### src/rtl/snake_mover.sv
// Snake position state: head, shifting body segments and travel direction.
// The head advances once per tick, growth is applied on the move, and self-collision latches dead.
module snake_mover #(
  parameter int max_len = 16,
  parameter int num_len = 10,
  parameter int max_len_bit_len = 4,
  parameter logic [num_len-1:0] start_pos = 10'h210
) (
  input  logic                         clk,
  input  logic                         rst,
  input  logic                         tick,
  input  logic [1:0]                   dir_in,
  input  logic                         dir_valid,
  input  logic                         grow,
  output logic [num_len-1:0]           snake_head,
  output logic [max_len*num_len-1:0]   snake_body,
  output logic [max_len_bit_len-1:0]   tail_count,
  output logic                         dead,
  output logic                         moved
);

  localparam int HALF = num_len / 2;
  localparam logic [max_len_bit_len-1:0] TC_MAX = max_len_bit_len'(max_len - 1);

  typedef logic [num_len-1:0] pos_t;

  pos_t       body [max_len];
  logic [1:0] cur_dir;
  logic [1:0] pend_dir;
  logic       grow_pend;
  pos_t       next_head;
  logic       eff_grow;
  logic       hit;

  // Each half of the position wraps independently, so the board is a torus.
  function automatic pos_t step_pos(input pos_t p, input logic [1:0] d);
    logic [HALF-1:0] row;
    logic [HALF-1:0] col;
    row = p[num_len-1:HALF];
    col = p[HALF-1:0];
    case (d)
      2'b00:   col = col + HALF'(1);
      2'b01:   row = row + HALF'(1);
      2'b10:   col = col - HALF'(1);
      default: row = row - HALF'(1);
    endcase
    return {row, col};
  endfunction

  assign eff_grow  = grow_pend | grow;
  assign next_head = step_pos(snake_head, pend_dir);

  // Without growth the last segment vacates this move, so it is not an obstacle.
  always_comb begin
    hit = 1'b0;
    for (int i = 0; i < max_len; i++) begin
      if (eff_grow ? (i < int'(tail_count)) : (i + 1 < int'(tail_count))) begin
        if (body[i] == next_head) hit = 1'b1;
      end
    end
  end

  always_ff @(posedge clk or posedge rst) begin
    if (rst) begin
      snake_head <= start_pos;
      for (int i = 0; i < max_len; i++) body[i] <= start_pos;
      tail_count <= '0;
      dead       <= 1'b0;
      moved      <= 1'b0;
      cur_dir    <= 2'b00;
      pend_dir   <= 2'b00;
      grow_pend  <= 1'b0;
    end else begin
      moved <= 1'b0;
      // A reversal is judged against the direction actually travelled, not the pending one.
      if (dir_valid && (dir_in != (cur_dir ^ 2'b10))) pend_dir <= dir_in;
      if (grow) grow_pend <= 1'b1;
      if (tick && !dead) begin
        if (hit) begin
          dead <= 1'b1;
        end else begin
          snake_head <= next_head;
          body[0]    <= snake_head;
          for (int i = 1; i < max_len; i++) body[i] <= body[i-1];
          cur_dir    <= pend_dir;
          moved      <= 1'b1;
          grow_pend  <= 1'b0;
          if (eff_grow && (tail_count != TC_MAX))
            tail_count <= tail_count + max_len_bit_len'(1);
        end
      end
    end
  end

  for (genvar g = 0; g < max_len; g++) begin : g_flat
    assign snake_body[g*num_len +: num_len] = body[g];
  end

endmodule

### config.mk
export PLATFORM = sky130hd
export DESIGN_NAME = snake_mover
export DESIGN_NICKNAME = d
export VERILOG_FILES = /design/src/rtl/snake_mover.sv
export SDC_FILE = /design/constraint.sdc
export NUM_CORES = 1
export LEC_CHECK = 0
export ABC_CLOCK_PERIOD_IN_PS = 6800
export CORE_MARGIN = 2
export CORE_UTILIZATION = 40
export CTS_CLUSTER_DIAMETER = 200
export DETAILED_ROUTE_END_ITERATION = 10
export PLACE_DENSITY = 0.65
export SYNTH_ARGS = -nofsm -noshare
export SYNTH_HDL_FRONTEND = slang
export SYNTH_SLANG_ARGS = --single-unit
### constraint.sdc
create_clock -name clk -period 6.8 [get_ports clk]
set_clock_uncertainty 0.2 [all_clocks]
set_input_delay 1.36 -clock clk [delete_from_list [all_inputs] [get_ports clk]]
set_output_delay 1.36 -clock clk [all_outputs]
set_load 0.02 [all_outputs]
==> impl_metrics.toml, run 1 <==
[run_status]
status = "finished clean"

[detailed_routing]
drt_iter0_markers = 1063
drc = 0
ant_nets = 0
vias = 10062
detail_route.vias_per_cell = 5.915
totalWireLength_mm = 40.93
first_pass_iters = 5
wire_per_inst_um = 24.06

[global_routing]
antenna_found_initial = 0
grt_max_degree = 93
grt_overflow = 0
grt_pass1_wl_mm = 62.11
grt_use_total_pct = 24.86
grt_pass1_vias = 9767

[clock_network]
clk_latency_ns = 0.44
cts_num_sinks = 181
cts_tree = "yes"
cts_hold_buf = 0
ctsResizeCount = 0
clkTransAtPathRegs_ns = 0.08
cts_setup_buffers = 0
htree_levels = 4
cts_buffers = 17
clock_path_buffers = 2
cts_root_buf = "clkbuf_16"

[min_path]
hold_class = "reg2reg"

[logic_synthesis]
synthArstFlopShare_pct = 100.0
post_synth_xor_area_fraction_pct = 12.97
synth_area_per_cell_sq_um = 10.90
synth_compound_area_share_pct = 10.68
dominantRegCellSynth = "dfrtp_1"
synth-edff-count = 0
netlist.area_leader.share_pct = 29.54
syn-num-nets = 1156
yosysTopAreaCell = "dfrtp_1"
ys_warn_count = 0
syn_inst = 1142
yosys.area_share.simple_pct = 13.99
ys_ff_latch = 181
synth_top_family_by_area = "multiplexers"
yosys.area_share.adder_pct = 0.7637
syn-cell-area_sq_um = 12450
ys_seq_area_share_pct = 36.72
synthMuxAreaShare_pct = 20.32
synthTopCellsByArea = "dfrtp_1 30%, mux2_4 12%, dfstp_2 7.2%"
synth_cell_types = 85

[sta]
maxSlewViolCount = 0
grt_setup_unrepaired = "no"
final.setup.tns_ns = 0
maxSlewHeadroom_pct = 28.55
period_needed_ns = 6.481
max_freq_mhz = 154.3
finalCritPeriodShare_pct = 95.30
hold_viol = 0
setup_viol_count_final = 0
finalWorstSetupSlack_ns = 0.3194
worst_pin_slew_ns = 1.064

[cells_and_area]
final_util_pct = 49.49
drive_above_1_share_pct = 19.85
seq_area_sq_um = 4573
nets = 1307
fin_area_sq_um = 15140
final_common_cell = "clkdlybuf4s50_1"
area_growth_pct = 21.60
layout_common_cells = "182 x clkdlybuf4s50_1, 146 x dfrtp_1, 100 x mux2_4"
antenna_cells = 0
multi_input_area_sq_um = 7312
fillerInstances = 2787

[critical_path]
end_kind = "flip-flop"
arrival_ns = 6.60
critPathMaxFanout = 92
crit_required_ns = 6.92
start_kind = "flip-flop"
path_class = "reg2reg"

[place]
pre_cts_ws_ns = 0.6494
hpwl_mm = 30.20
gp_congestion = 0.9655
portBuffers = 182
placed_area_sq_um = 14570

[floorplan]
dieArea_sq_um = 32550
start_util_pct = 40.70
die-width_um = 180.4
rows = 64
core_area_sq_um = 30590
die_h_um = 180.4
io_pins = 183

[power]
power.total_w = 0.007123
leakagePower_nw = 6.534
peakVddDrop_mv = 0.2684
power.density_nw_per_um2 = 470.5

[job]
max_cap_violations = 0
[synthesized netlist by cell type, types with 7 or more instances]
cell       instances
nor4b_1            7
a21oi_1           28
mux2_4           100
or4_1             10
o21ai_0           22
buf_6             11
mux2_1            17
dfrtp_1          147
buf_2             33
xor2_1            50
mux2_2            45
clkbuf_1          19
a31oi_1            8
or3_1             13
nor4_1            23
nand2_1           40
nor2_1            48
nand2b_1          13
nand4_1           20
nand3_1           39
o31ai_1            8
nor3_1            35
mux2i_1           24
xnor2_1           99
dfstp_2           34
a22oi_1            7
a2111oi_0          8
a21o_1             9
o211ai_1          14
inv_1             34
nor2b_1           16
buf_4              7
xnor3_1           12
[layout make-up]
class | instances | area share [%]
multi-input cells | 850 | 48.30
flip-flops and latches | 181 | 30.21
repair buffers | 208 | 13.57
well taps | 396 | 3.273
clock buffers | 17 | 2.810
clock inverters | 14 | 0.9256
inverters | 35 | 0.9174
[power by group]
part | internal, W | switching [W] | leakage [nW]
registers | 0.00133 | 0.000388 | 2.31
logic | 0.00179 | 0.00263 | 3.95
clock network | 0.000514 | 0.000475 | 0.272
[critical path: stages, from the launching register on]
cell	delay, ns
dfrtp_2	0.50
nor2b_1	0.32
xnor2_1	0.17
ha_1	0.60
nor3b_1	0.43
or2_1	0.63
xnor2_1	0.49
xnor2_1	0.43
nor4_1	0.17
a2111oi_1	0.58
nor2_1	0.14
nor4_2	0.36
nand4_1	0.32
buf_12	0.31
mux2_1	0.46
[state kept, by name (all words and copies together), names as in the netlist]
register    count
pend_dir        2
moved           1
snake_body    160
tail_count      4
snake_head     10
cur_dir         2
dead            1
grow_pend       1
[cells by family (layout without fill, tap and decap cells)]
group,after synthesis,after routing
flops,181,181
xor+xnor,163,163
fa+ha+maj,7,7
mux,190,190
simple gates,310,310
compound gates,180,180
buf+inv,111,274
[per-layer routing]
| layer | up-vias | GRT usage [%] | wire, um |
|---|---|---|---|
| met5 | - | 0 | 0 |
| met4 | 0 | 8.355 | 1115 |
| met3 | 59 | 3.759 | 2647 |
| met2 | 414 | 39.54 | 19140 |
| met1 | 5079 | 34.69 | 18020 |
| li1 | 4510 | - | - |
[through the flow]
stage | cells | hold WS, ns
2_1_floorplan | 1142 | 0.2857
3_3_place_gp | 1670 | 0.2756
3_5_place_dp | 1670 | 0.2829
4_1_cts | 1701 | 0.2982
5_1_grt | 1701 | 0.3151
6_report | 1701 | 0.2893
[final timing paths]
check                             endpoint  depth (start not counted)       startpoint  slack [ns]
setup / recovery           snake_body[158]                         14      pend_dir[0]        0.32
hold / removal             snake_body[152]                          1  snake_body[152]        0.29
setup reg to reg           snake_body[158]                         14      pend_dir[0]        0.32
hold reg to reg            snake_body[152]                          1  snake_body[152]        0.29
max in group asynchronous   snake_body[82]                          3              rst        4.09
min in group asynchronous   snake_body[21]                          2              rst        1.21
Power figures use the tool's default switching activity.
==> run 2: changes to the inputs <==
--- a/config.mk
+++ b/config.mk
@@ -7,10 +7,10 @@
 export LEC_CHECK = 0
 export ABC_CLOCK_PERIOD_IN_PS = 6800
 export CORE_MARGIN = 2
-export CORE_UTILIZATION = 40
+export CORE_UTILIZATION = 50
 export CTS_CLUSTER_DIAMETER = 200
 export DETAILED_ROUTE_END_ITERATION = 10
-export PLACE_DENSITY = 0.65
+export PLACE_DENSITY = 0.78
 export SYNTH_ARGS = -nofsm -noshare
 export SYNTH_HDL_FRONTEND = slang
 export SYNTH_SLANG_ARGS = --single-unit
==> run 2 against run 1 <==
  * Final cell count shrank 4.3%
  * Utilization grew 12 points
  * Register-to-register slack gained 0.12 ns
  * Global-route usage grew 5.1 points
  * Sequential power is essentially flat
  * Combinational power is essentially flat
  * Non-clock buffer count shrank 2
  * Setup slack gained 0.12 ns
  * Sequential share of layout area grew 0.083 points
  * First-iteration DRC count grew 6.7%
  * Hold slack gained 0.0079 ns
  * Cell area shrank 0.27%
  * Largest cell class unchanged
==> impl_metrics.toml, run 2 (synthesized netlist as in run 1, its figures left out) <==
[floorplan]
die_h_um = 161.8
core_area_sq_um = 24390
rows = 57
dieArea_sq_um = 26180
io_pins = 183
die-width_um = 161.8
start_util_pct = 51.05

[min_path]
hold_start = "snake_body[158]"
hold_end = "snake_body[158]"
holdPathStages = 1
hold_class = "reg2reg"

[power]
p_int_w = 0.003666
switchingPower_w = 0.003485
power.total_w = 0.007150
power.density_nw_per_um2 = 473.6
clkPwrFrac_pct = 15.0
leakagePower_nw = 6.550
comb_power_share_pct = 61.5
peakVddDrop_mv = 0.2824
seq_power_share_pct = 23.5
swShare_pct = 48.73

[global_routing]
grt_pass1_vias = 9812
grt_pass1_wl_mm = 60.19
antenna_found_initial = 0
grt_overflow = 0
grt_use_total_pct = 29.97
grt_max_degree = 96

[critical_path]
r2r-end = "snake_body[46]"
crit_required_ns = 6.93
arrival_ns = 6.49
cpMaxStageDelayCell = "or2_1"
cp_common_cell = "xnor2_1"
r2r_cells = 14
end_kind = "flip-flop"
reg2reg_slack_ns = 0.44
cp_cell_sequence = "nor2b_1 -> xnor2_1 -> ha_1 -> nor3b_1 -> or2_1 -> xnor2_1 -> xnor2_1 -> nor4_1 -> a2111oi_1 -> nor2_1 -> nor4_2 -> nand4_1 -> buf_12 -> mux2_4"
critPathMaxStageDelay_ns = 0.63
start_kind = "flip-flop"
r2r-start = "pend_dir[1]"
critPathMaxFanout = 67
path_class = "reg2reg"

[sta]
maxSlewHeadroom_pct = 24.32
finalHoldWorstSlack_ns = 0.2972
hold_viol = 0
period_needed_ns = 6.364
worst_pin_slew_ns = 1.127
setup_viol_count_final = 0
final.setup.tns_ns = 0
grt_setup_unrepaired = "no"
max_freq_mhz = 157.1
finalCritPeriodShare_pct = 93.59
maxSlewViolCount = 0

[detailed_routing]
wire_per_inst_um = 23.93
vias = 10136
detail_route.vias_per_cell = 6.226
ant_nets = 0
totalWireLength_mm = 38.96
drt_iter0_markers = 1134
drc = 0
first_pass_iters = 6

[clock_network]
clock_path_buffers = 2
cts_hold_buf = 0
cts_num_sinks = 181
clk_latency_ns = 0.45
ctsResizeCount = 0
cts_tree = "yes"
cts_root_buf = "clkbuf_16"
cts_setup_buffers = 0
htree_levels = 4
clkTransAtPathRegs_ns = 0.08
cts_buffers = 17

[cells_and_area]
area_growth_pct = 21.26
nets = 1305
final_util_pct = 61.90
largest_register_ffs = 160
antenna_cells = 0
drive_above_1_share_pct = 19.71
final_common_cell = "clkdlybuf4s50_1"
layout_common_cells = "182 x clkdlybuf4s50_1, 146 x dfrtp_1, 100 x mux2_4"
fillerInstances = 2027

[place]
gp_congestion = 1.002
portBuffers = 182
hpwl_mm = 28.41

[run_status]
status = "finished clean"

[job]
max_cap_violations = 0
## run 2: cell count changes in the layout (fill, tap and decap cells not counted), sizes merged
cell      change
clkinv        +2
inv           -2
buf           -2
clkbuf        +1
clkinvlp      -1
bufinv        +1
## run 2: power by group through the flow
stage | logic (W) | registers, W | clock network, W
detailed placement | 0.00430 | 0.00169 | 0
floorplan | 0.00276 | 0.00180 | 0
CTS | 0.00433 | 0.00168 | 0.00108
finish | 0.00440 | 0.00168 | 0.00107
global route | 0.00468 | 0.00172 | 0.00112
global placement | 0.00426 | 0.00169 | 0
## run 2: worst max-delay path by stage
stage / depth (start not counted) / slack [ns] / from / end
global placement: 14 / 0.74 / pend_dir[1] / snake_body[38]
floorplan: 1 / 0.38 / rst / cur_dir[0]
detailed placement: 14 / 0.65 / pend_dir[1] / snake_body[38]
CTS: 14 / 0.60 / pend_dir[1] / snake_body[63]
global route: 14 / 0.19 / pend_dir[1] / snake_body[46]
finish: 14 / 0.44 / pend_dir[1] / snake_body[46]
## run 2: worst max-delay path, delay by kind of cell, from the launching register on
| kind | cells | cell delay [ns] |
|---|---|---|
| DFF | 1 | 0.51 |
| and+or+nand+nor | 7 | 2.40 |
| muxes | 1 | 0.35 |
| buffers and inverters | 1 | 0.37 |
| AOI/OAI and AO/OA | 1 | 0.60 |
| adders and majority gates | 1 | 0.60 |
| xor gates and xnor gates | 3 | 1.14 |
## run 2: per-layer routing
metal,vias up,routed length (um),track usage (%)
li1,4517,-,-
met4,0,1266,10.46
met3,79,2685,4.137
met5,-,0,0
met1,5098,17100,43.06
met2,442,17910,46.65
## run 2: layout make-up
type	count	area [sq um]	share of cell area (%)
Multi-Input combinational cell	850	7312	48.43
Sequential cell	181	4573	30.29
Timing Repair Buffer	206	2052	13.59
Clock buffer	18	429.2	2.842
Tap cell	324	405.4	2.685
Clock inverter	14	190.2	1.260
Inverter	35	136.4	0.9033
## run 2: per-stage QoR
| stage | instances | setup slack (ns) | instance area (sq um) |
|---|---|---|---|
| 2_1_floorplan | 1142 | 0.3810 | 12450 |
| 3_3_place_gp | 1596 | 0.7447 | 14480 |
| 3_5_place_dp | 1596 | 0.6478 | 14480 |
| 4_1_cts | 1628 | 0.6014 | 15100 |
| 5_1_grt | 1628 | 0.1896 | 15100 |
| 6_report | 1628 | 0.4356 | 15100 |
==> run 3: changes to the inputs <==
--- a/config.mk
+++ b/config.mk
@@ -9,6 +9,7 @@
 export CORE_MARGIN = 2
 export CORE_UTILIZATION = 50
 export CTS_CLUSTER_DIAMETER = 200
+export CTS_CLUSTER_SIZE = 24
 export DETAILED_ROUTE_END_ITERATION = 10
 export PLACE_DENSITY = 0.78
 export SYNTH_ARGS = -nofsm -noshare
==> results of run 3 <==
Same layout as run 2: the final DEF is identical, and so are final timing and power.
